==> src/rtl/dmem_access_ctrl_pkg.sv <==
// Shared state encoding, width defaults and address checks for the data-memory
// access controller.
package mem_pkg;
    localparam int DATA_W_DEF = 16;
    localparam int ADDR_W_DEF = 16;

    typedef enum logic [2:0] {
        ST_IDLE  = 3'd0,
        ST_ISSUE = 3'd1,
        ST_WAIT  = 3'd2,
        ST_DONE  = 3'd3,
        ST_DRAIN = 3'd4
    } state_e;

    // Accesses are halfword-wide, so any odd byte address is misaligned.
    function automatic logic is_misaligned(input logic addr_lsb);
        return addr_lsb;
    endfunction
endpackage

==> src/rtl/dmem_access_ctrl_timeout_ctr.sv <==
// Clear/enable cycle counter that flags the last permitted wait cycle.
module timeout_ctr #(
    parameter int TIMEOUT = 64
) (
    input  logic clk,
    input  logic rst,
    input  logic clr_i,
    input  logic en_i,
    output logic tc_o
);
    localparam int W      = (TIMEOUT > 0) ? $clog2(TIMEOUT + 1) : 1;
    localparam int TC_INT = (TIMEOUT > 0) ? TIMEOUT - 1 : 0;
    localparam logic [W-1:0] TC_VAL = W'(TC_INT);

    logic [W-1:0] cnt_q, cnt_d;

    always_comb begin
        cnt_d = cnt_q;
        if (clr_i) begin
            cnt_d = '0;
        end else if (en_i) begin
            cnt_d = cnt_q + W'(1);
        end
    end

    always_ff @(posedge clk or negedge rst) begin
        if (!rst) begin
            cnt_q <= '0;
        end else begin
            cnt_q <= cnt_d;
        end
    end

    // A zero TIMEOUT means wait forever for the memory.
    if (TIMEOUT > 0) begin : g_tc
        assign tc_o = (cnt_q == TC_VAL);
    end else begin : g_no_tc
        assign tc_o = 1'b0;
    end
endmodule

==> src/rtl/register.sv <==
// Generic write-enabled flop bank with asynchronous active-low clear.
module register #(
    parameter int W = 16
) (
    input  logic         clk,
    input  logic         rst,
    input  logic         en_i,
    input  logic [W-1:0] d_i,
    output logic [W-1:0] q_o
);
    always_ff @(posedge clk or negedge rst) begin
        if (!rst) begin
            q_o <= '0;
        end else if (en_i) begin
            q_o <= d_i;
        end
    end
endmodule

==> src/rtl/dmem_access_ctrl.sv <==
// Memory-stage controller: runs one load/store through the multi-cycle data memory
// handshake and stalls the upstream pipeline until the access completes.
module dmem_access_ctrl
    import mem_pkg::*;
#(
    parameter int DATA_W  = DATA_W_DEF,
    parameter int ADDR_W  = ADDR_W_DEF,
    parameter int TIMEOUT = 64
) (
    input  logic              clk,
    input  logic              rst,
    input  logic              EX_memEn,
    input  logic              EX_memWr,
    input  logic [ADDR_W-1:0] EX_addr,
    input  logic [DATA_W-1:0] EX_wdata,
    input  logic              flush,
    output logic              mem_en,
    output logic              mem_wr,
    output logic [ADDR_W-1:0] mem_addr,
    output logic [DATA_W-1:0] mem_wdata,
    input  logic              mem_busy,
    input  logic              mem_done,
    input  logic [DATA_W-1:0] mem_rdata,
    output logic              MEM_stall,
    output logic              MEM_valid,
    output logic [DATA_W-1:0] MEM_readData,
    output logic              MEM_err
);
    localparam int REQ_W = 1 + ADDR_W + DATA_W;

    state_e           state_q, state_d;
    logic             err_q, err_d;
    logic             mem_en_q;
    logic             capture, accept, rd_we, ctr_clr, ctr_en, tmo;
    logic             wr_q;
    logic [REQ_W-1:0] req_q;

    assign capture = (state_q == ST_IDLE) && EX_memEn && !flush;
    assign accept  = mem_en_q && !mem_busy;

    always_comb begin
        state_d = state_q;
        err_d   = err_q;
        rd_we   = 1'b0;
        ctr_clr = 1'b0;
        ctr_en  = 1'b0;
        case (state_q)
            ST_IDLE: begin
                if (capture) begin
                    err_d   = is_misaligned(EX_addr[0]);
                    state_d = err_d ? ST_DONE : ST_ISSUE;
                end
            end
            ST_ISSUE: begin
                // A flush racing an accept still leaves a request in flight to drain.
                if (accept) begin
                    ctr_clr = 1'b1;
                    state_d = flush ? ST_DRAIN : ST_WAIT;
                end else if (flush) begin
                    state_d = ST_IDLE;
                end
            end
            ST_WAIT: begin
                ctr_en = 1'b1;
                if (flush) begin
                    state_d = (mem_done || tmo) ? ST_IDLE : ST_DRAIN;
                end else if (mem_done) begin
                    rd_we   = !wr_q;
                    state_d = ST_DONE;
                end else if (tmo) begin
                    err_d   = 1'b1;
                    state_d = ST_DONE;
                end
            end
            ST_DRAIN: begin
                ctr_en = 1'b1;
                if (mem_done || tmo) begin
                    state_d = ST_IDLE;
                end
            end
            ST_DONE:  state_d = ST_IDLE;
            default:  state_d = ST_IDLE;
        endcase
    end

    always_ff @(posedge clk or negedge rst) begin
        if (!rst) begin
            state_q  <= ST_IDLE;
            err_q    <= 1'b0;
            mem_en_q <= 1'b0;
        end else begin
            state_q  <= state_d;
            err_q    <= err_d;
            mem_en_q <= (state_d == ST_ISSUE);
        end
    end

    register #(.W(REQ_W)) u_req (
        .clk  (clk),
        .rst  (rst),
        .en_i (capture),
        .d_i  ({EX_memWr, EX_addr, EX_wdata}),
        .q_o  (req_q)
    );

    register #(.W(DATA_W)) u_rdata (
        .clk  (clk),
        .rst  (rst),
        .en_i (rd_we),
        .d_i  (mem_rdata),
        .q_o  (MEM_readData)
    );

    timeout_ctr #(.TIMEOUT(TIMEOUT)) u_tmo (
        .clk   (clk),
        .rst   (rst),
        .clr_i (ctr_clr),
        .en_i  (ctr_en),
        .tc_o  (tmo)
    );

    assign wr_q      = req_q[REQ_W-1];
    assign mem_wr    = wr_q;
    assign mem_addr  = req_q[DATA_W +: ADDR_W];
    assign mem_wdata = req_q[DATA_W-1:0];
    assign mem_en    = mem_en_q;

    // The IDLE term looks at live inputs, so hold it low while reset is asserted.
    assign MEM_stall = (rst && capture) || (state_q == ST_ISSUE) ||
                       (state_q == ST_WAIT) || (state_q == ST_DRAIN);
    assign MEM_valid = (state_q == ST_DONE);
    assign MEM_err   = (state_q == ST_DONE) && err_q;
endmodule

==> config.mk <==
export PLATFORM = sky130hd
export DESIGN_NAME = dmem_access_ctrl
export DESIGN_NICKNAME = d
export VERILOG_FILES = /design/src/rtl/dmem_access_ctrl_pkg.sv /design/src/rtl/dmem_access_ctrl_timeout_ctr.sv /design/src/rtl/register.sv /design/src/rtl/dmem_access_ctrl.sv
export SDC_FILE = /design/constraint.sdc
export NUM_CORES = 1
export LEC_CHECK = 0
export CELL_PAD_IN_SITES_DETAIL_PLACEMENT = 1
export CELL_PAD_IN_SITES_GLOBAL_PLACEMENT = 1
export CORE_ASPECT_RATIO = 0.7
export CORE_UTILIZATION = 30
export CTS_CLUSTER_SIZE = 12
export DETAILED_ROUTE_END_ITERATION = 16
export PLACE_DENSITY_LB_ADDON = 0.12
export SLEW_MARGIN = 30
export SYNTH_ARGS = -nofsm -noshare
export SYNTH_HDL_FRONTEND = slang
export SYNTH_SLANG_ARGS = --single-unit
==> constraint.sdc <==
create_clock -name clk -period 2.5 [get_ports clk]
set_input_delay 0.25 -clock clk [delete_from_list [all_inputs] [get_ports clk]]
set_output_delay 0.25 -clock clk [all_outputs]
set_load 0.01 [all_outputs]
# Word level (Yosys, flattened, before mapping)
# Cells that the tools add are included.
# classes
addsub	1
n_eq_ne	10
mux	24
reduce_logical	17
# ops
cell	n
two-way mux 3 bit	9
two-way mux 7 bit	2
case mux 3 bit (4 select lines)	1
two-way mux 1 bit	10
inequality test 2 bit (second input constant)	4
adder 7 x 1 -> 7 bit (second input constant)	1
equality test 7 x 6 -> 1 bit (second input constant)	1
equality test 3 x 1 -> 1 bit (second input constant)	2
equality test 3 x 2 -> 1 bit (second input constant)	2
logical AND 1 bit	5
AND reduction 5 bit	1
logical OR 1 bit	4
nonzero test 2 bit	2
equality test 3 bit (second input constant)	1
zero test 1 bit	3
zero test 3 bit	1
two-way mux 2 bit	1
case mux 1 bit (2 select lines)	1
OR reduction 2 bit	1
# totals
ff_bits	61
inputBits	55
out_inout_bits	53
elab_cells	58

# Longest topological paths before layout
# depth
word_depth	7
ltp_mapped	7
mapped_depth_nobuf	5

# Cells and area by module
# From an unflattened synthesis, not the netlist that was laid out.
# unflattened
hier_cells	176
hier_area_um2	2756.4
# modules_own_cells
mod	n_inst	cells_per_inst	area_each_um2	seq_area_each_um2
register at u_req	1	70	1381.3	825.8
register at u_rdata	1	34	649.4	400.4
dmem_access_ctrl	1	42	401.6	125.1
timeout_ctr	1	30	324.1	175.2

# Worst setup path before layout
# OpenSTA, ideal clock, no wires.
# synth_path
path_type	flip-flop to output port
startpoint	register state_q[2]
endpoint	output port MEM_stall
arrival_time_ns	1.259
required_time_ns	2.250
slack_ns	0.991
stages_incl_launch_ff	8
path_buffers	3
cell_sequence	dfrtp_1 > buf_6 > nor2_1 > and3_1 > buf_2 > buf_2 > nand2_1 > nand2_1
# synth_via
elab_chain_len	7
elab_cells_between_ends	10
cone_classes	3 x eq/ne; 7 x reduce/logical
# synth_lines
item	line	text
start, declared	dmem_access_ctrl.sv:31	state_e state_q, state_d;
start signal, assigned	dmem_access_ctrl.sv:92	state_q <= state_d;
zero test 3 bit	dmem_access_ctrl.sv:38	assign capture = (state_q == ST_IDLE) && EX_memEn && !flush;
logical AND 1 bit (2 in series)	dmem_access_ctrl.sv:38	
logical AND 1 bit	dmem_access_ctrl.sv:129	assign MEM_stall = (rst && capture) || (state_q == ST_ISSUE) ||
logical OR 1 bit (2 in series)	dmem_access_ctrl.sv:129	
logical OR 1 bit *	dmem_access_ctrl.sv:130	(state_q == ST_WAIT) || (state_q == ST_DRAIN);
end, declared	dmem_access_ctrl.sv:24	output logic MEM_stall,
# Mark *: on every way between the ends. The rest lies on a longest branch, timed or not.

# Worst setup path in the final report
# layout_path
startpoint	register state_q[0]
endpoint	output port MEM_stall
# Same word-level chain as after synthesis.

==> results_dict.tcl <==
set metrics [dict create \
    cts.htree.levels 3 \
    viasPerCell 4.55 \
    drc 0 \
    grt_pass1_wl_um 11600 \
    cts_root_buffer "clkbuf_16" \
    synth_mux_area_share_pct 7.85 \
    drive_above_1_share_pct 11.8 \
    num_vias 2110 \
    synth_cell_types 36 \
    synth_top_family_by_area "simple AND/OR/NAND/NOR gates" \
    status "completed" \
    ant_nets 0 \
    ys_seq_elements 61 \
    period_share_pct 92.6 \
    clock_skew_ns 0.00889 \
    synth-xor-area-share_pct 2.05 \
    syn_avg_cell_area_um2 10.4 \
    grt_pass1_vias 2244 \
    clockBufferDepth 2 \
    yosysSeqAreaShare_pct 59.5 \
    yosys_warnings 0 \
    max-slew-margin-rel_pct 47.9 \
    cts_tree "done" \
    clkTransAtPathRegs_ns 0.06 \
    synth_nets 303 \
    ios 108 \
    fin_area_um2 4030 \
    rsz0062_at_grt "false" \
    synthSimpleGateAreaFrac_pct 23.3 \
    diodes 0 \
    die_w_um 113 \
    clock.fmax_mhz 432 \
    synth-async-reset-ratio_pct 100 \
    dieArea_um2 8930 \
    worst-path-max-fanout 15 \
    tightest_slew_ns 0.781 \
    pre_cts_ws_ns 0.498 \
    synth_fa_ha_area_share_pct 0.488 \
    initial_core_util_pct 31.8 \
    tns_ns 0 \
    crit_path_max_incr_delay_ns 0.57 \
    synth_flop_cell "dfrtp_1" \
    mostFrequentLayoutCell "clkdlybuf4s50_1" \
    cts_hold_buf 0 \
    post_cts_buffers 0 \
    grtUsageMet3_pct 7.02 \
    cts_resized 0 \
    grtUsageMet1_pct 23.5 \
    hold_viol_final 0 \
    top_usage_layer "met2" \
    grt.total_usage_pct 17.2 \
    yosysTopAreaCellShare_pct 59.5 \
    path_class "register to output port" \
    synth_area_leaders "dfrtp_1, nand2_1, mux2_2" \
    placed_area_um2 3720 \
    nNetsFinal 414 \
    final_cell_mix "clkdlybuf4s50_1, nand2_1, dfrtp_1" \
    p_leak_uw 0.00185 \
    hpwl_um 4980 \
    drv_slew 0 \
    period_minus_slack_ns 2.31 \
    ir_worst_vdd_v 0.000498 \
    synth_cells 247 \
    syn-cell-area_um2 2560 \
    required_ns 2.25 \
    io_buffers 107 \
    cpMostUsedCell "nand2_1" \
    finalWirelength_um 7070 \
    crit_slowest_cell "dfrtp_1" \
    clkLatencyLatePin_ns 0.33 \
    cts_sinks 61 \
    cts_buffers 9 \
    rows 27 \
    crit_arrival_ns 2.06 \
    grt_start_max_net_pins 62 \
    end_kind "output port" \
    area_growth_pct 57.1 \
    drtPass1Iterations 4 \
    crit_path_start_kind "register" \
    die_y_um 79.4 \
    synth-edff-count 0 \
    drt_iter0_markers 88 \
    coreArea_um2 8070 \
    synth_compound_gate_area_share_pct 3.56 \
    grtUsageMet2_pct 25.2 \
    drv_cap 0 \
    powerDensity_nw_per_um2 1190 \
    hold_path.class "input port to asynchronous set/reset pin" \
    finalSetupViolations 0 \
    gp_congestion 0.767 \
    synth_largest_area_cell "dfrtp_1" \
    setup_ws_ns 0.186 \
    wl_per_cell_um 15.2 \
    overflow 0 \
    final_util_pct 49.9 \
    antenna_found_initial 0 \
    cp_cell_sequence "nor2_1, and3_1, nand2_1, nand2_1, clkdlybuf4s50_1" \
]
-- registers in the layout, summed over array words and instances (netlist names) --
signal / flops
state_q: 3
mem_en: 1
u_req.q_o: 33
u_tmo.cnt_q: 7
u_rdata.q_o: 16
err_q: 1
-- worst paths after layout --
check	from	to	slack (ns)	cells after the start
worst max-delay path	state_q[0]	MEM_stall	0.19	5
min in group clk	EX_wdata[15]	u_req.q_o[15]	0.45	3
worst min-delay path	rst	u_req.q_o[25]	0.16	2
worst max register to register	state_q[0]	mem_en	0.61	5
max in group asynchronous	rst	u_req.q_o[16]	1.84	2
worst min register to register	u_req.q_o[3]	u_req.q_o[3]	0.47	2
-- cells by family (layout without fill, tap and decap cells) --
group	after synthesis	in the layout
adder cells (fa/ha/maj)	1	1
buffers and inverters	14	130
AND/OR/NAND/NOR	134	134
multiplexers	18	18
AO/OA/AOI/OAI	13	13
XOR/XNOR	6	6
flip-flops	61	61
-- worst max-delay path: cells and delay by family (launching register included) --
family / cells / cell delay (ns)
and+or+nand+nor: 4 / 0.62
DFF: 1 / 0.57
buffers and inverters: 1 / 0.54
-- final cells by class --
type / instances / area [µm²]
Fill cell: 892 / 4040
Sequential cell: 61 / 1530
Timing Repair Buffer: 112 / 1100
Multi-Input combinational cell: 172 / 956
Clock buffer: 10 / 239
Tap cell: 101 / 126
Clock inverter: 6 / 71.3
Inverter: 2 / 7.51
-- cells in the mapped netlist, drive strengths merged, types with 2 or more instances --
cell type	count
nand2	101
nor2b	3
nand2b	3
buf	9
nor2	9
a21oi	3
and3	3
inv	2
nor4b	2
nand3	4
o21ai	3
dfrtp	61
mux2	17
clkbuf	3
nor3b	2
xnor2	5
-- metrics by stage --
step | std cells | hold slack, ns | total power, µW
final | 464 | 0.157 | 4800
after global routing | 464 | 0.236 | 5130
after CTS | 464 | 0.199 | 4880
after detailed placement | 448 | 0.463 | 3560
after global placement | 448 | 0.454 | 3510
after floorplan | 247 | -0.0456 | 2480
-- power breakdown --
part / switching [µW] / internal (µW)
combinational: 751 / 1040
clock: 463 / 805
sequential: 315 / 1430
total: 1530 / 3280
-- layer usage --
layer	wire length [µm]	share of wire (%)	vias to the layer above
met3	551	7.8	7
met2	3020	43	79
met1	3440	49	1003
met4	53	0.75	0
li1	-	-	1021
met5	0	0	-
(Power assumes the default switching activity.)
